==> config.mk <==
export PLATFORM = sky130hd
export DESIGN_NAME = vme_cmd_master
export DESIGN_NICKNAME = d
export VERILOG_FILES = /design/src/rtl/vme_cmd_master.sv
export SDC_FILE = /design/constraint.sdc
export NUM_CORES = 1
export LEC_CHECK = 0
export ABC_CLOCK_PERIOD_IN_PS = 4600
export BUFFER_PORTS_ARGS = -buffer_cell sky130_fd_sc_hd__buf_2
export CAP_MARGIN = 20
export CORE_MARGIN = 2
export CORE_UTILIZATION = 35
export DETAILED_ROUTE_END_ITERATION = 7
export PLACE_DENSITY = 0.64
export SYNTH_ARGS = -nofsm -noshare
export SYNTH_HDL_FRONTEND = slang
export SYNTH_SLANG_ARGS = --single-unit
==> constraint.sdc <==
create_clock -name clk -period 4.6 [get_ports clk]
set_input_delay 0.92 -clock clk [delete_from_list [all_inputs] [get_ports clk]]
set_output_delay 0.92 -clock clk [all_outputs]
set_load 0.02 [all_outputs]
==> src/rtl/vme_cmd_master.sv <==
// rtl/vme_cmd_master.sv - single-command A24/D16 VME bus master fed by a command request/capture handshake
module vme_cmd_master #(
    parameter int unsigned GAP_CYC     = 4,
    parameter int unsigned SETUP_CYC   = 2,
    parameter int unsigned TIMEOUT_CYC = 1023,
    parameter logic [5:0]  AM_CODE     = 6'h39
) (
    input  logic        clk,
    input  logic        rst,
    input  logic        start,
    input  logic [31:0] vme_cmd_reg,
    input  logic [31:0] vme_dat_reg_in,
    output logic        vme_cmd_rd,
    output logic        vme_dat_wr,
    output logic [31:0] vme_dat_reg_out,
    output logic [22:0] vme_addr,
    output logic [5:0]  vme_am,
    output logic        vme_write_b,
    output logic        vme_as_b,
    output logic [1:0]  vme_ds_b,
    output logic [15:0] vme_data_out,
    output logic        vme_data_oe,
    input  logic [15:0] vme_data_in,
    input  logic        vme_dtack_b,
    input  logic        vme_berr_b,
    output logic [7:0]  err_cnt
);
    localparam int GW = $clog2(GAP_CYC + 1);
    localparam int SW = $clog2(SETUP_CYC + 1);
    localparam int TW = $clog2(TIMEOUT_CYC + 1);

    localparam logic [31:0] RES_BERR    = 32'h4000_FFFF;
    localparam logic [31:0] RES_TIMEOUT = 32'h8000_FFFF;

    typedef enum logic [2:0] {IDLE, REQ, CAPTURE, SETUP, STROBE, RELEASE, DONE} state_t;

    state_t        state;
    logic [GW-1:0] gap_cnt;
    logic [SW-1:0] set_cnt;
    logic [TW-1:0] to_cnt;
    logic          rd_lat;
    logic          timed_out;
    logic [31:0]   result;
    logic          dtack_m, dtack_s, berr_m, berr_s;
    logic          to_done;

    logic unused_bits;
    assign unused_bits = ^{vme_cmd_reg[31:26], vme_cmd_reg[24], vme_cmd_reg[0], vme_dat_reg_in[31:16]};

    assign to_done = (to_cnt == TW'(TIMEOUT_CYC - 1));

    always_ff @(posedge clk or posedge rst) begin
        if (rst) begin
            state           <= IDLE;
            gap_cnt         <= GW'(GAP_CYC);
            set_cnt         <= '0;
            to_cnt          <= '0;
            rd_lat          <= 1'b0;
            timed_out       <= 1'b0;
            result          <= '0;
            dtack_m         <= 1'b1;
            dtack_s         <= 1'b1;
            berr_m          <= 1'b1;
            berr_s          <= 1'b1;
            vme_cmd_rd      <= 1'b0;
            vme_dat_wr      <= 1'b0;
            vme_dat_reg_out <= '0;
            vme_addr        <= '0;
            vme_am          <= '0;
            vme_write_b     <= 1'b1;
            vme_as_b        <= 1'b1;
            vme_ds_b        <= 2'b11;
            vme_data_out    <= '0;
            vme_data_oe     <= 1'b0;
            err_cnt         <= '0;
        end else begin
            dtack_m    <= vme_dtack_b;
            dtack_s    <= dtack_m;
            berr_m     <= vme_berr_b;
            berr_s     <= berr_m;
            vme_cmd_rd <= 1'b0;
            vme_dat_wr <= 1'b0;
            case (state)
                IDLE: begin
                    if (gap_cnt <= GW'(1)) begin
                        vme_cmd_rd <= 1'b1;
                        state      <= REQ;
                    end else begin
                        gap_cnt <= gap_cnt - GW'(1);
                    end
                end
                REQ: state <= CAPTURE;
                CAPTURE: begin
                    if (start) begin
                        rd_lat       <= vme_cmd_reg[25];
                        vme_addr     <= vme_cmd_reg[23:1];
                        vme_am       <= AM_CODE;
                        vme_write_b  <= vme_cmd_reg[25];
                        vme_data_out <= vme_dat_reg_in[15:0];
                        vme_data_oe  <= ~vme_cmd_reg[25];
                        set_cnt      <= SW'(SETUP_CYC);
                        state        <= SETUP;
                    end else begin
                        gap_cnt <= GW'(GAP_CYC);
                        state   <= IDLE;
                    end
                end
                SETUP: begin
                    if (set_cnt <= SW'(1)) begin
                        vme_as_b <= 1'b0;
                        vme_ds_b <= 2'b00;
                        to_cnt   <= '0;
                        state    <= STROBE;
                    end else begin
                        set_cnt <= set_cnt - SW'(1);
                    end
                end
                STROBE: begin
                    // BERR takes priority over a simultaneous DTACK
                    if (!berr_s || !dtack_s || to_done) begin
                        vme_as_b    <= 1'b1;
                        vme_ds_b    <= 2'b11;
                        vme_data_oe <= 1'b0;
                        state       <= RELEASE;
                        if (!berr_s || dtack_s) begin
                            err_cnt <= (err_cnt == 8'hFF) ? err_cnt : err_cnt + 8'd1;
                        end
                    end else begin
                        to_cnt <= to_cnt + TW'(1);
                    end
                    if (!berr_s) begin
                        result    <= RES_BERR;
                        timed_out <= 1'b0;
                    end else if (!dtack_s) begin
                        result    <= rd_lat ? {16'h0000, vme_data_in} : 32'h0;
                        timed_out <= 1'b0;
                    end else if (to_done) begin
                        result    <= RES_TIMEOUT;
                        timed_out <= 1'b1;
                    end
                end
                RELEASE: begin
                    // a timed-out slave may never release, so do not wait on it
                    if (timed_out || (dtack_s && berr_s)) begin
                        vme_dat_wr      <= 1'b1;
                        vme_write_b     <= 1'b1;
                        vme_dat_reg_out <= result;
                        state           <= DONE;
                    end
                end
                DONE: begin
                    gap_cnt <= GW'(GAP_CYC);
                    state   <= IDLE;
                end
                default: state <= IDLE;
            endcase
        end
    end
endmodule

Word level (Yosys, flattened, before mapping)
Cells that the tools add are included.

operators by class
  magnitude comparators = 2
  reduce and logical (&&, ||, !) cells = 24
  equal/unequal tests = 18
  multiply operators = 0
  bitwise gates (word level) = 2
  divide/modulo/power cells = 0
  multiplexer cells = 38
  shifts and indexed selects = 0
  add/sub/neg operators = 4

operators with widths
  cell                     number
  $mux W32                 3
  $mux W10                 2
  $pmux W10 S2             1
  $mux W3                  6
  $ne A2 B2 Y1 const B     9
  $pmux W3 S6              1
  $reduce_and A3 Y1        6
  $mux W16                 1
  $mux W1                  13
  $add A10 B1 Y10 const B  1
  $eq A10 B10 Y1 const B   1
  $mux W2                  5
  $eq A3 B3 Y1 const B     3
  $pmux W3 S3              1
  $add A8 B1 Y8 const B    1
  $eq A8 B8 Y1 const B     1
  $pmux W2 S2              2
  $reduce_and A4 Y1        2
  $reduce_bool A2 Y1       4
  $eq A3 B2 Y1 const B     2
  $pmux W1 S2              3
  $reduce_and A2 Y1        3
  $logic_or A1 B1 Y1       4
  $eq A3 B1 Y1 const B     1
  10 further kinds         12

storage, ports and cells
  output and inout bits = 92
  memories = 0
  flip-flop bits (word level) = 143
  bits in writable memories = 0
  memory bits (read-only) = 0
  input port bits = 85
  bits in latches = 0
  word-level logic and storage cells = 110

Longest topological paths before layout
  word-level depth = 5
  gate-level depth with buffers = 8
  mapped depth without buffers = 7

Least setup slack after synthesis
No wires, ideal clock.

  path type = input -> register
  start = input start
  end = register gap_cnt[0]
  required time = 4.463 ns
  arrival time = 1.689 ns
  path slack = 2.775 ns
  setup time = 0.137 ns
  buffers on the path = 1
  stages on the path = 5
  cell sequence = and3b_1 > clkbuf_1 > or3_1 > nand3_1 > o21ai_0

on the way
  word-level cells in the longest chain between the ends = 2

RTL lines
  item                         RTL line  source
  from (decl)                  10        input logic start,
  $ne A2 B2 Y1 (no line)       -
  $reduce_and A3 Y1 (no line)  -
  to (signal assigned)         55        gap_cnt <= GW'(GAP_CYC);
  to (signal assigned)         89        gap_cnt <= gap_cnt - GW'(1);
  to (signal assigned)         104       gap_cnt <= GW'(GAP_CYC);
  to (decl)                    38        logic [GW-1:0] gap_cnt;

No other way between the ends.
A chain may end at the register's enable or synchronous reset.

Final worst setup path
  start = register dtack_s
  end = register err_cnt[5]

on the way
  word-level cells in the longest chain between the ends = 4
  elaborated cells on any way between the ends = 5
  those cells by class = reduce/logical (5)

RTL lines
  item                             RTL line  source
  from (decl)                      44        logic dtack_m, dtack_s, berr_m, berr_s;
  from (signal assigned)           78        dtack_s <= dtack_m;
  $logic_not A1 Y1                 -
  $logic_or A1 B1 Y1 (2 in a row)  120       if (!berr_s || !dtack_s || to_done) begin
  $reduce_and A4 Y1 (no line) (*)  -
  to (signal assigned)             126       err_cnt <= (err_cnt == 8'hFF) ? err_cnt : err_cnt + 8'd1;
  to (decl)                        26        output logic [7:0] err_cnt

Mark *: on every way between the ends. The rest lies on a longest branch, timed or not.

==> run metrics <==
async set-reset flop share out of synthesis=100%; initial core utilization=about 36%; Crit path max-delay family=simple AND/OR/NAND/NOR gates; Post-Route Setup TNS=0 ns; Final Power=roughly 3.8 mW; Die Wd=~120 µm; synth-to-layout area growth=23.5%; GP Congestion=a little under 0.8; Worst setup SP type=flop; hpwl dp=approximately 6.9 mm; syn avg cell area=just over 10 µm²; DRC Markers=0; Antenna diodes=0; status=completed; dominant cell type by area after synthesis=dfrtp_1; Setup Skew=roughly 0.0074 ns; Slew headroom=a little under 40%; Core ar.=roughly 13000 µm²; TritonRoute pass-1 iters=4; Post-CTS Setup Inserts=0; clock transition at the registers of the reported paths=~0.07 ns; largest net degree at the start of global routing=84; clock tree from TritonCTS=built; Synth Cell Area=~4700 µm²; total clock sinks=roughly 110; CTS H-Tree Depth=3; Leakage Power=a little over 3 nW; worst slew pin tran=~0.92 ns; final setup fails=0; top cell type's share of synthesized area=around 56%; WP data arrival=2.59 ns; total CTS buffers=9; placed cell areas=approximately 5500 µm²; Max VDD drop=between 200 and 300 µV; Max clock buf depth=2; RSZ-0062 raised after global routing=no; 1st-iter DRT viols=approximately 180; # resized after CTS=0; first-pass GRT wire length=around 17 mm; max cap viols=0; Post-Synthesis Cells=~470; row cnt=42; worst min path class=flop to flop; IO Port Bufs=approximately 140; min Tclk post-route=approximately 2.3 ns; flops & latches, synth=112; DR vias=about 3600; crit-path max FO=17; Root Buffer=clkbuf_16; ranking of synthesized cells by area=dfrtp_1 56%, nand2_1 12%, mux2_2 4.5%; CP max stage delay=approximately 0.63 ns; max-slew violations=0; crit end category=flop; ys flop type=dfrtp_1; hold buffer count at CTS=0; Clock Latency Late Sink=about 0.35 ns; top-level port count=177; wire per inst=about 13 µm; sequential area share after synthesis=between 50% and 60%; fin util=about 44%; flop2flop setup slack=2.28 ns; share of cells above drive strength 1=31.8%; GRT Residual Overflow=0; total routed wirelength=10.1 mm; CP max-delay cell=nand2b_1; Final nets=about 690; Critical Path RT=roughly 4.9 ns; final instance area=slightly below 6000 µm²; Buf/Inv on CP=0; initial antenna violation count=0; Fin Hold WS=0.357 ns; die footprint=between 10000 and 15000 µm²; Power Dens Cells=643 nW/µm²; crit path cell chain=nand2b_1 > a21boi_0 > o211ai_2 > nor3_1 > xor2_1; Die H=120 µm; Setup Crit Path Kind=flop to flop; total global-route track usage=~14%; synth warn=0; number of global-route vias before repair=roughly 3600; EDFF count, synth=0; Fmax=around 0.43 GHz; Via density=around 4.6; antenna viol nets, final=0; fin crit share=about half; synth unique cells=46; final number of hold-violating endpoints=0
## cell usage in the layout (no fill, tap or decap), drive strengths merged, types with 2 or more instances in the layout
cell / netlist / layout
o21ai: 33 / 33
dfstp: 7 / 7
dfrtp: 105 / 105
clkinvlp: 0 / 2
and3: 2 / 2
nor3: 7 / 7
mux2i: 6 / 6
nor2: 10 / 10
nand3: 14 / 14
and2: 2 / 2
nand3b: 2 / 2
conb: 1 / 16
nand2: 147 / 147
ha: 5 / 5
inv: 12 / 13
clkbuf: 14 / 11
nand2b: 2 / 2
xor2: 6 / 6
nand4: 2 / 2
nor3b: 2 / 2
a21boi: 2 / 2
buf: 25 / 142
or3: 3 / 3
o31ai: 2 / 2
mux2: 19 / 19
a21oi: 25 / 25
## logic make-up after synthesis
kind of cell             count (synthesis)  synth area share, %
flip-flops                             112                 59.4
adder cells (fa/ha/maj)                  5                 1.32
multiplexers                            25                 5.79
XOR/XNOR                                 7                 1.30
buffers and inverters                   51                 5.84
AO/OA/AOI/OAI                           69                 8.12
AND/OR/NAND/NOR                        199                 18.2
other                                    1               0.0792
## synthesized netlist by cell type, types with 2 or more instances
cell type,n
nand2_1,146
dfrtp_1,105
o21ai_0,32
a21oi_1,24
buf_4,22
mux2_2,19
clkbuf_1,14
nand3_1,14
inv_1,12
nor2_1,10
dfstp_2,7
mux2i_1,6
nor3_1,6
xor2_1,6
ha_1,5
or3_1,3
a21boi_0,2
and2_1,2
and3_1,2
buf_2,2
nand2b_1,2
nand3b_1,2
nand4_1,2
o31ai_1,2
## final timing paths
check                      startpoint            to  cells after the start
max in group asynchronous         rst   vme_write_b                      3
min in group asynchronous         rst  vme_addr[12]                      2
setup / recovery              dtack_s    err_cnt[5]                      5
hold reg to reg               dtack_m       dtack_s                      0
setup reg to reg              dtack_s    err_cnt[5]                      5
hold / removal                dtack_m       dtack_s                      0
## registers in the layout (all words and copies together) (netlist names), 2 cells and up
register         cells
vme_addr            23
vme_dat_reg_out     18
result              17
vme_data_out        16
to_cnt              10
err_cnt              8
gap_cnt              3
state                3
set_cnt              2
## metrics by stage
| step | instances | worst slack [ns] |
|---|---|---|
| floorplan | 484 | 0.733 |
| global placement | 761 | 2.19 |
| detailed placement | 762 | 2.12 |
| CTS | 778 | 2.26 |
| global route | 779 | 2.12 |
| finish | 779 | 2.28 |
## final cells by class
cell class | instances | area [µm²]
Clock buffer | 11 | 243
Clock inverter | 5 | 65.1
Fill cell | 1304 | 7400
Inverter | 12 | 47.5
Multi-Input combinational cell | 321 | 1710
Sequential cell | 112 | 2810
Tap cell | 176 | 220
Timing Repair Buffer | 142 | 753
## power by group
part / switching, mW / internal (mW)
Combinational: 0.834 / 0.486
Clock: 0.361 / 0.443
Sequential: 0.254 / 1.38
Total: 1.45 / 2.31
## per-layer routing
| layer | up-vias | wire length, µm | global-route usage (%) |
|---|---|---|---|
| met3 | 11 | 622 | 4.06 |
| li1 | 1767 | - | - |
| met2 | 107 | 4740 | 23.2 |
| met1 | 1688 | 4620 | 18.9 |
| met4 | 0 | 155 | 4.87 |
| met5 | - | 0 | 0 |
Power figures use the tool's default switching activity.
